### src/rtl/tt_pkg.sv
// Shared types and constants for the truth-table sweeper.
package tt_pkg;

   localparam int unsigned TT_IN_W    = 3;
   localparam int unsigned TT_TABLE_W = 8;

   typedef enum logic [1:0] {
      StIdle,
      StSettle,
      StSample,
      StDone
   } tt_state_e;

   // Vector 000 lands in the MSB so the table reads like the gate's hex name.
   function automatic logic [TT_IN_W-1:0] tt_bit_pos(input logic [TT_IN_W-1:0] k);
      return 3'd7 - k;
   endfunction

endpackage

### src/rtl/tt_sync2.sv
// Two-flop synchronizer with asynchronous active-low reset.
module tt_sync2 (
   input  logic clk,
   input  logic rst_n,
   input  logic d,
   output logic q
);

   logic meta_q;
   logic sync_q;

   always_ff @(posedge clk or negedge rst_n) begin
      if (!rst_n) begin
         meta_q <= 1'b0;
         sync_q <= 1'b0;
      end else begin
         meta_q <= d;
         sync_q <= meta_q;
      end
   end

   assign q = sync_q;

endmodule

### src/rtl/tt_sweep.sv
// Truth-table sweeper for 3-input gate models: drives all eight vectors and packs the results.
// Define TT_SWEEP_SYNC_EN to pass dut_out through a 2-flop synchronizer (settle grows by 2).
module tt_sweep
   import tt_pkg::*;
#(
   parameter int unsigned               SETTLE_CYCLES = 4,
   parameter logic [TT_TABLE_W-1:0]     EXPECTED      = 8'hBE
) (
   input  logic                  clk,
   input  logic                  rst_n,
   input  logic                  start,
   input  logic                  dut_out,
   output logic                  in1,
   output logic                  in2,
   output logic                  in3,
   output logic                  busy,
   output logic                  done,
   output logic [TT_TABLE_W-1:0] table_out,
   output logic                  match
);

   logic dut_smp;

`ifdef TT_SWEEP_SYNC_EN
   localparam int unsigned SYNC_EXTRA = 2;

   tt_sync2 u_sync (
      .clk   (clk),
      .rst_n (rst_n),
      .d     (dut_out),
      .q     (dut_smp)
   );
`else
   localparam int unsigned SYNC_EXTRA = 0;

   assign dut_smp = dut_out;
`endif

   localparam int unsigned SETTLE_LEN = SETTLE_CYCLES + SYNC_EXTRA;
   localparam int unsigned CNT_W      = (SETTLE_LEN > 1) ? $clog2(SETTLE_LEN) : 1;
   localparam logic [CNT_W-1:0] CNT_LAST = CNT_W'(SETTLE_LEN - 1);

   if (SETTLE_CYCLES < 1) begin : g_settle_chk
      $error("tt_sweep: SETTLE_CYCLES must be at least 1");
   end

   tt_state_e              state_q, state_d;
   logic [TT_IN_W-1:0]     k_q, k_d;
   logic [CNT_W-1:0]       cnt_q, cnt_d;
   logic [TT_TABLE_W-1:0]  table_q, table_d;
   logic                   match_q, match_d;

   always_ff @(posedge clk or negedge rst_n) begin
      if (!rst_n) begin
         state_q <= StIdle;
         k_q     <= '0;
         cnt_q   <= '0;
         table_q <= '0;
         match_q <= 1'b0;
      end else begin
         state_q <= state_d;
         k_q     <= k_d;
         cnt_q   <= cnt_d;
         table_q <= table_d;
         match_q <= match_d;
      end
   end

   always_comb begin
      state_d = state_q;
      unique case (state_q)
         StIdle:   if (start) state_d = StSettle;
         StSettle: if (cnt_q == CNT_LAST) state_d = StSample;
         StSample: state_d = (k_q == 3'd7) ? StDone : StSettle;
         StDone:   state_d = StIdle;
         default:  state_d = StIdle;
      endcase
   end

   always_comb begin
      k_d     = k_q;
      cnt_d   = cnt_q;
      table_d = table_q;
      match_d = match_q;
      unique case (state_q)
         StIdle: begin
            if (start) begin
               k_d     = '0;
               cnt_d   = '0;
               table_d = '0;
               match_d = 1'b0;
            end
         end
         StSettle: begin
            cnt_d = (cnt_q == CNT_LAST) ? '0 : cnt_q + CNT_W'(1);
         end
         StSample: begin
            table_d[tt_bit_pos(k_q)] = dut_smp;
            // Last vector: return the drive to 000 and latch the verdict for the DONE cycle.
            if (k_q == 3'd7) begin
               k_d     = '0;
               match_d = (table_d == EXPECTED);
            end else begin
               k_d = k_q + 3'd1;
            end
         end
         StDone:  k_d = '0;
         default: k_d = '0;
      endcase
   end

   always_comb begin
      busy            = (state_q == StSettle) || (state_q == StSample);
      done            = (state_q == StDone);
      {in1, in2, in3} = k_q;
      table_out       = table_q;
      match           = match_q;
   end

endmodule

### config.mk
export PLATFORM = sky130hd
export DESIGN_NAME = tt_sweep
export DESIGN_NICKNAME = d
export VERILOG_FILES = /design/src/rtl/tt_pkg.sv /design/src/rtl/tt_sync2.sv /design/src/rtl/tt_sweep.sv
export SDC_FILE = /design/constraint.sdc
export NUM_CORES = 1
export LEC_CHECK = 0
export ABC_AREA = 1
export CORE_MARGIN = 4
export CORE_UTILIZATION = 30
export DETAILED_ROUTE_END_ITERATION = 6
export PLACE_DENSITY_LB_ADDON = 0.12
export SYNTH_ARGS = -nofsm -noshare
export SYNTH_HDL_FRONTEND = slang
export SYNTH_SLANG_ARGS = --single-unit
### constraint.sdc
create_clock -name clk -period 3.3 [get_ports clk]
set_input_delay 0.66 -clock clk [delete_from_list [all_inputs] [get_ports clk]]
set_output_delay 0.66 -clock clk [all_outputs]
set_load 0.01 [all_outputs]
* Word-level counts from Yosys, hierarchy flattened *
Index checks and enable logic that the tools add are counted.

word-level totals
  memories = 0
  output and inout bits = 14
  bits in read-only memories = 0
  bits in registers = 16
  memory bits (writable) = 0
  latch bits = 0
  input port bits = 4

operators by class
  bitwise logic cells = 0
  $mul = 0
  magnitude comparators = 2
  divide/modulo/power cells = 0
  shifts and indexed selects = 0
  $add $sub $neg = 3
  reduce and logical (&&, ||, !) cells = 11
  equal/unequal tests = 9
  mux-type cells = 18

operator list
  cell                                                                   count
  8-bit case mux with 2 select lines                                     1
  2-bit two-way mux                                                      5
  3-bit case mux with 3 select lines                                     1
  8-bit bitwise mux                                                      1
  8-bit == test, second input constant                                   1
  8-bit two-way mux                                                      1
  2-bit case mux with 4 select lines                                     1
  2-bit AND reduction                                                    4
  2-bit == test, second input constant                                   3
  3-bit two-way mux                                                      2
  2-bit != test, second input constant                                   3
  3-bit by 4-bit < comparator with 1-bit output, second input constant   1
  2-bit case mux with 2 select lines                                     1
  2-bit nonzero test                                                     2
  3-bit by 1-bit adder with 3-bit output, second input constant          1
  1-bit demux with 3-bit select                                          1
  3-bit == test, second input constant                                   1
  3-bit by 1-bit >= comparator with 1-bit output, second input constant  1
  1-bit two-way mux                                                      3
  3-bit AND reduction                                                    1
  3-bit nonzero test                                                     1
  3-bit subtractor, first input constant                                 1
  2-bit by 1-bit adder with 2-bit output, second input constant          1
  2-bit by 1-bit == test with 1-bit output, second input constant        1
  other kinds (4)                                                        4

* Longest topological paths before layout *
Gate-level depths: netlist of run 1.

  word-level depth = 9
  gate-level depth with buffers = 10
  mapped depth without buffers = 9

* Worst setup path before layout of run 1 *
Ideal clock, no wire load.

  path type = register to output
  from = register state_q[0]
  to = output busy
  path slack = 1.833 ns
  data arrival time = 0.807 ns
  path buffers = 0
  required time = 2.640 ns
  stages on the path, launching flop included = 3
  path through = dfrtp_1 -> inv_1 -> ha_1

on the way
  word-level cells in the longest chain between the ends = 2
  elaborated cells between the ends (all ways) = 3
  those cells by class = eq/ne: 2; reduce/logical: 1

RTL lines
  element                                                                    line             text
  start: declaration                                                         tt_sweep.sv:47   tt_state_e state_q, state_d;
  start signal: assignment                                                   tt_sweep.sv:55   state_q <= StIdle;
  start signal: assignment                                                   tt_sweep.sv:61   state_q <= state_d;
  2-bit by 1-bit == test with 1-bit output or 2-bit == test (tied branches)  tt_sweep.sv:113  busy = (state_q == StSettle) || (state_q == StSample);
  1-bit logical OR *                                                         tt_sweep.sv:113
  end: declaration                                                           tt_sweep.sv:16   output logic busy,

Every way passes the cells marked *; elsewhere a longest branch is shown, timed or not.

* Worst setup path after layout of run 1 *
  from = register state_q[1]
  to = output busy

The elaborated chain is that of the path after synthesis.

==> results of run 1 <==
[cells in the mapped netlist (all sizes together)]
master	n	area share
o21ai	9	0.058
nand2	26	0.10
a21oi	5	0.026
nand4	5	0.032
ha	9	0.12
o22ai	3	0.019
nor3	1	0.0051
nor2	8	0.036
a22o	5	0.045
dfrtp	16	0.41
inv	14	0.054
nand3	14	0.072
buf	3	0.024
[routing by layer]
| layer | vias up | share of wire | track usage |
|---|---|---|---|
| li1 | 438 | - | - |
| met1 | 399 | 0.48 | 0.147 |
| met2 | 17 | 0.44 | 0.192 |
| met3 | 4 | 0.053 | 0.0399 |
| met4 | 0 | 0.019 | 0.0337 |
| met5 | - | 0 | 0 |
[logic make-up after synthesis]
logic type	after synthesis	synth area share
AO/OA/AOI/OAI	22	0.147
adder cells (fa/ha/maj)	9	0.115
buffers and inverters	17	0.0781
flip-flops	16	0.410
AND/OR/NAND/NOR	54	0.250
[final cells by class]
class                      instances  area (sq um)
clock buffer                       4          36.3
fill                             326          1860
inverter                          14          52.6
multi-input combinational         85           500
sequential                        16           400
tap                               44          55.1
timing repair buffer              17           170
[through the flow]
step | cells | total power [mW] | worst slack, ps
2_1_floorplan | 118 | 0.567 | 1830
3_3_place_gp | 176 | 0.698 | 1350
3_5_place_dp | 176 | 0.705 | 1290
4_1_cts | 180 | 0.843 | 966
5_1_grt | 180 | 0.920 | 899
6_report | 180 | 0.827 | 992
[worst max-delay path by stage]
stage | cells past startpoint | endpoint | startpoint | slack [ps]
floorplan | 2 | busy | state_q[0] | 1830
global route | 3 | busy | state_q[0] | 900
global placement | 3 | busy | state_q[0] | 1350
detailed placement | 3 | busy | state_q[0] | 1290
CTS | 3 | busy | state_q[0] | 970
finish | 3 | busy | state_q[1] | 990
[where the power goes]
group	total, mW	internal (mW)	leakage (nW)	switching [mW]
clock	0.132	0.0672	0.0210	0.0648
sequential	0.286	0.237	0.215	0.0487
combinational	0.409	0.165	0.333	0.244
total	0.827	0.469	0.569	0.358
[flip-flops by register name, indices dropped and copies added (netlist names)]
name	flops
match	1
state_q	2
table_out	8
cnt_q	2
k_q	3
[cells in the final DEF (no fill, tap or decap), types with 5 or more instances in the layout]
cell             count
dfrtp_1             16
a22o_1               5
o21ai_0              6
a21oi_1              5
nand2_1             24
nand4_1              5
clkdlybuf4s50_1     17
ha_1                 9
nor2_1               6
nand3_1             14
inv_1               11
[critical path: stages (launching register included)]
cell	delay, ps
dfrtp_1	400
inv_1	130
ha_1	300
clkdlybuf4s50_1	530
==> impl_metrics.tcl, run 1 <==
set metrics [dict create \
    outcome "complete, no violations" \
    rows 20 \
    tightest_slew_ps 744 \
    placed_cell_area_sq_um 1180 \
    finalWirelength_mm 2.14 \
    drv_cap 0 \
    min_path_type "flip-flop to flip-flop" \
    fin_crit_sh 0.699 \
    numCtsBuffers 3 \
    yosysUniqueCellTypes 20 \
    wire_per_inst_microns 11.9 \
    fmax_ghz 0.433 \
    setup.worst_path.start_class "flip-flop" \
    min_delay_worst_endpoint "cnt_q[1]" \
    synth-seq-area-share 0.410 \
    floorplan.die_area_sq_um 4230 \
    die_y_microns 65.1 \
    end_kind "output port" \
    insertedDiodeCount 0 \
    dr.first_iter.drc_count 48 \
    clk_pin_slew_ps 110 \
    insertion_delay_ps 290 \
    ir_worst_vdd_mv 0.325 \
    yosysWarnings 0 \
    rrSetupSlack_ps 1650 \
    worstHoldStart "cnt_q[1]" \
    initial_core_util 0.317 \
    critical_path.max_fanout 6 \
    cts_resized 0 \
    ios 18 \
    die_x_microns 65.1 \
    nets 150 \
    holdPathStages 2 \
    antenna_found_initial 0 \
    io_buffer_count 17 \
    drive_above_1_share 0.0882 \
    syn_to_final_growth_pct 24.3 \
    syn_area_sq_um 977 \
    syn_avg_cell_area_sq_um 8.28 \
    ys_ff_latch 16 \
    syn_nets 131 \
    arrival_ps 1650 \
    vias 858 \
    critPathKind "flip-flop to output port" \
    required_ps 2640 \
    core_sq_um 3080 \
    cts-htree-levels 1 \
    rr_endpoint "match" \
    post-route-util 0.395 \
    grt_pass1_vias 892 \
    rr_startpoint "state_q[0]" \
    post_cts_buffers 0 \
    rsz0062_at_grt "false" \
    netlist_instances 118 \
    reg2reg_depth 9 \
    period_needed_ps 2310 \
    slew_headroom 0.503 \
    grt_pass1_wl_mm 3.91 \
    firstDrtPassIters 4 \
    fin_area_sq_um 1210 \
    drc_errors 0 \
    ctsHoldBuffers 0 \
    drtAntennaViolNets 0 \
    overflow 0 \
    setup_viol 0 \
    gp_congestion 0.898 \
    p_leak_nw 0.569 \
    worst_hold_slack_ps 520 \
    clk_path_buf_depth 2 \
    clkSinkCount 16 \
    skew_ps 14.6 \
    p_per_area_nw_per_um2 681 \
    grt_use_total 0.117 \
    hpwl_mm 1.63 \
    grt_max_degree 17 \
    setup-tns-final_ps 0 \
    clock-root-buffer "clkbuf_4" \
    routed_via_density 4.77 \
    drv_slew 0 \
    hold_viol_final 0 \
    cts_tree "yes" \
]
(Power assumes the default switching activity.)
==> inputs of run 2 (changes only) <==
clock period = 2.22 ns   (was 3.3 ns; I/O delays follow)
==> impl_metrics.tcl, run 2 (synthesis gave the netlist of run 1 again) <==
set metrics [dict create \
    routed_via_density 4.85 \
    clk_path_buf_depth 2 \
    floorplan.die_area_sq_um 4230 \
    drtAntennaViolNets 0 \
    crit_family "buffers and inverters" \
    syn_to_final_growth_pct 23.7 \
    setup-tns-final_ps 0 \
    wire_per_inst_microns 12.2 \
    post_cts_buffers 0 \
    post-route-util 0.393 \
    grt_max_degree 17 \
    fmax_ghz 0.479 \
    cts_resized 0 \
    largest_reg_flops 8 \
    dr.first_iter.drc_count 22 \
    die_x_microns 65.1 \
    clk_pin_slew_ps 90 \
    final_common_cell "nand2_1" \
    hpwl_mm 1.64 \
    grt_pass1_vias 897 \
    clock-root-buffer "clkbuf_4" \
    min_path_type "primary input to async pin" \
    max_stage_delay_ps 530 \
    finalWirelength_mm 2.19 \
    gp_congestion 0.893 \
    firstDrtPassIters 4 \
    outcome "complete, no violations" \
    clkSinkCount 16 \
    insertion_delay_ps 280 \
    p_per_area_nw_per_um2 986 \
    fin_crit_sh 0.941 \
    hold_viol_final 0 \
    critical_path.max_fanout 5 \
    numCtsBuffers 3 \
    grt_use_total 0.123 \
    vias 873 \
    drive_above_1_share 0.0882 \
    cts-htree-levels 1 \
    initial_core_util 0.317 \
    skew_ps 8.50 \
    tightest_slew_ps 382 \
    rsz0062_at_grt "false" \
    setup_viol 0 \
    drv_cap 0 \
    arrival_ps 1650 \
    die_y_microns 65.1 \
    io_buffer_count 17 \
    nets 151 \
    drv_slew 0 \
    p_leak_nw 0.567 \
    ios 18 \
    slowest_stage "clkdlybuf4s50_1" \
    cp_num_buf_inv 2 \
    ir_worst_vdd_mv 0.484 \
    critPathKind "flip-flop to output port" \
    layout_common_cells "nand2_1, clkdlybuf4s50_1, dfrtp_1" \
    antenna_found_initial 0 \
    crit_chain "inv_1 > ha_1 > clkdlybuf4s50_1" \
    core_sq_um 3080 \
    grt_pass1_wl_mm 4.02 \
    insertedDiodeCount 0 \
    cts_tree "yes" \
    end_kind "output port" \
    setup.worst_path.start_class "flip-flop" \
    slew_headroom 0.742 \
    required_ps 1780 \
    overflow 0 \
    ctsHoldBuffers 0 \
    drc_errors 0 \
    period_needed_ps 2090 \
    rows 20 \
]
[run 2: cell count changes in the layout (fill, tap and decap cells not counted), sizes merged]
cell	change
buf	+1
clkbuf	-1
[run 2: layout make-up]
type,instances,area (sq um)
Fill cell,324,1870
Multi-Input combinational cell,85,500
Sequential cell,16,400
Timing Repair Buffer,18,178
Tap cell,44,55.1
Inverter,14,52.6
Clock buffer,3,22.5
[run 2: path summary, 6_finish.rpt]
kind                             from            to  slack (ps)  cells past startpoint
setup / recovery           state_q[0]          busy         130                      3
hold / removal                  rst_n  table_out[2]         470                      2
setup reg to reg           state_q[1]  table_out[6]         570                      6
hold reg to reg                 match         match         520                      2
max in group asynchronous       rst_n  table_out[6]        1550                      2
min in group clk                match         match         520                      2
[run 2: metal layers]
layer  GRT usage  share of wire  vias to the layer above
met4      0.0544          0.028                        0
met1       0.150           0.46                      412
met5           0              0                        -
met3      0.0433          0.048                        6
li1            -              -                      433
met2       0.195           0.46                       22
[run 2: worst register-to-register path, cell delays in order, from the launching register on]
cell	delay, ps
dfrtp_1	420
inv_1	180
ha_1	320
nand2_2	150
nand2_1	130
inv_1	120
a22o_1	220
[run 2: report_power, final]
group | internal (mW) | switching, mW
clock network | 0.0629 | 0.0882
logic | 0.246 | 0.368
registers | 0.353 | 0.0741
[run 2: per-stage QoR]
stage	std cells	total power [mW]	hold slack [ps]	instance area, sq um	worst slack [ps]
finish	180	1.19	468	1210	131
global route	180	1.34	470	1210	32.8
CTS	180	1.21	465	1210	96.5
detailed placement	177	1.05	506	1190	427
global placement	177	1.04	495	1190	482
floorplan	118	0.843	148	977	791
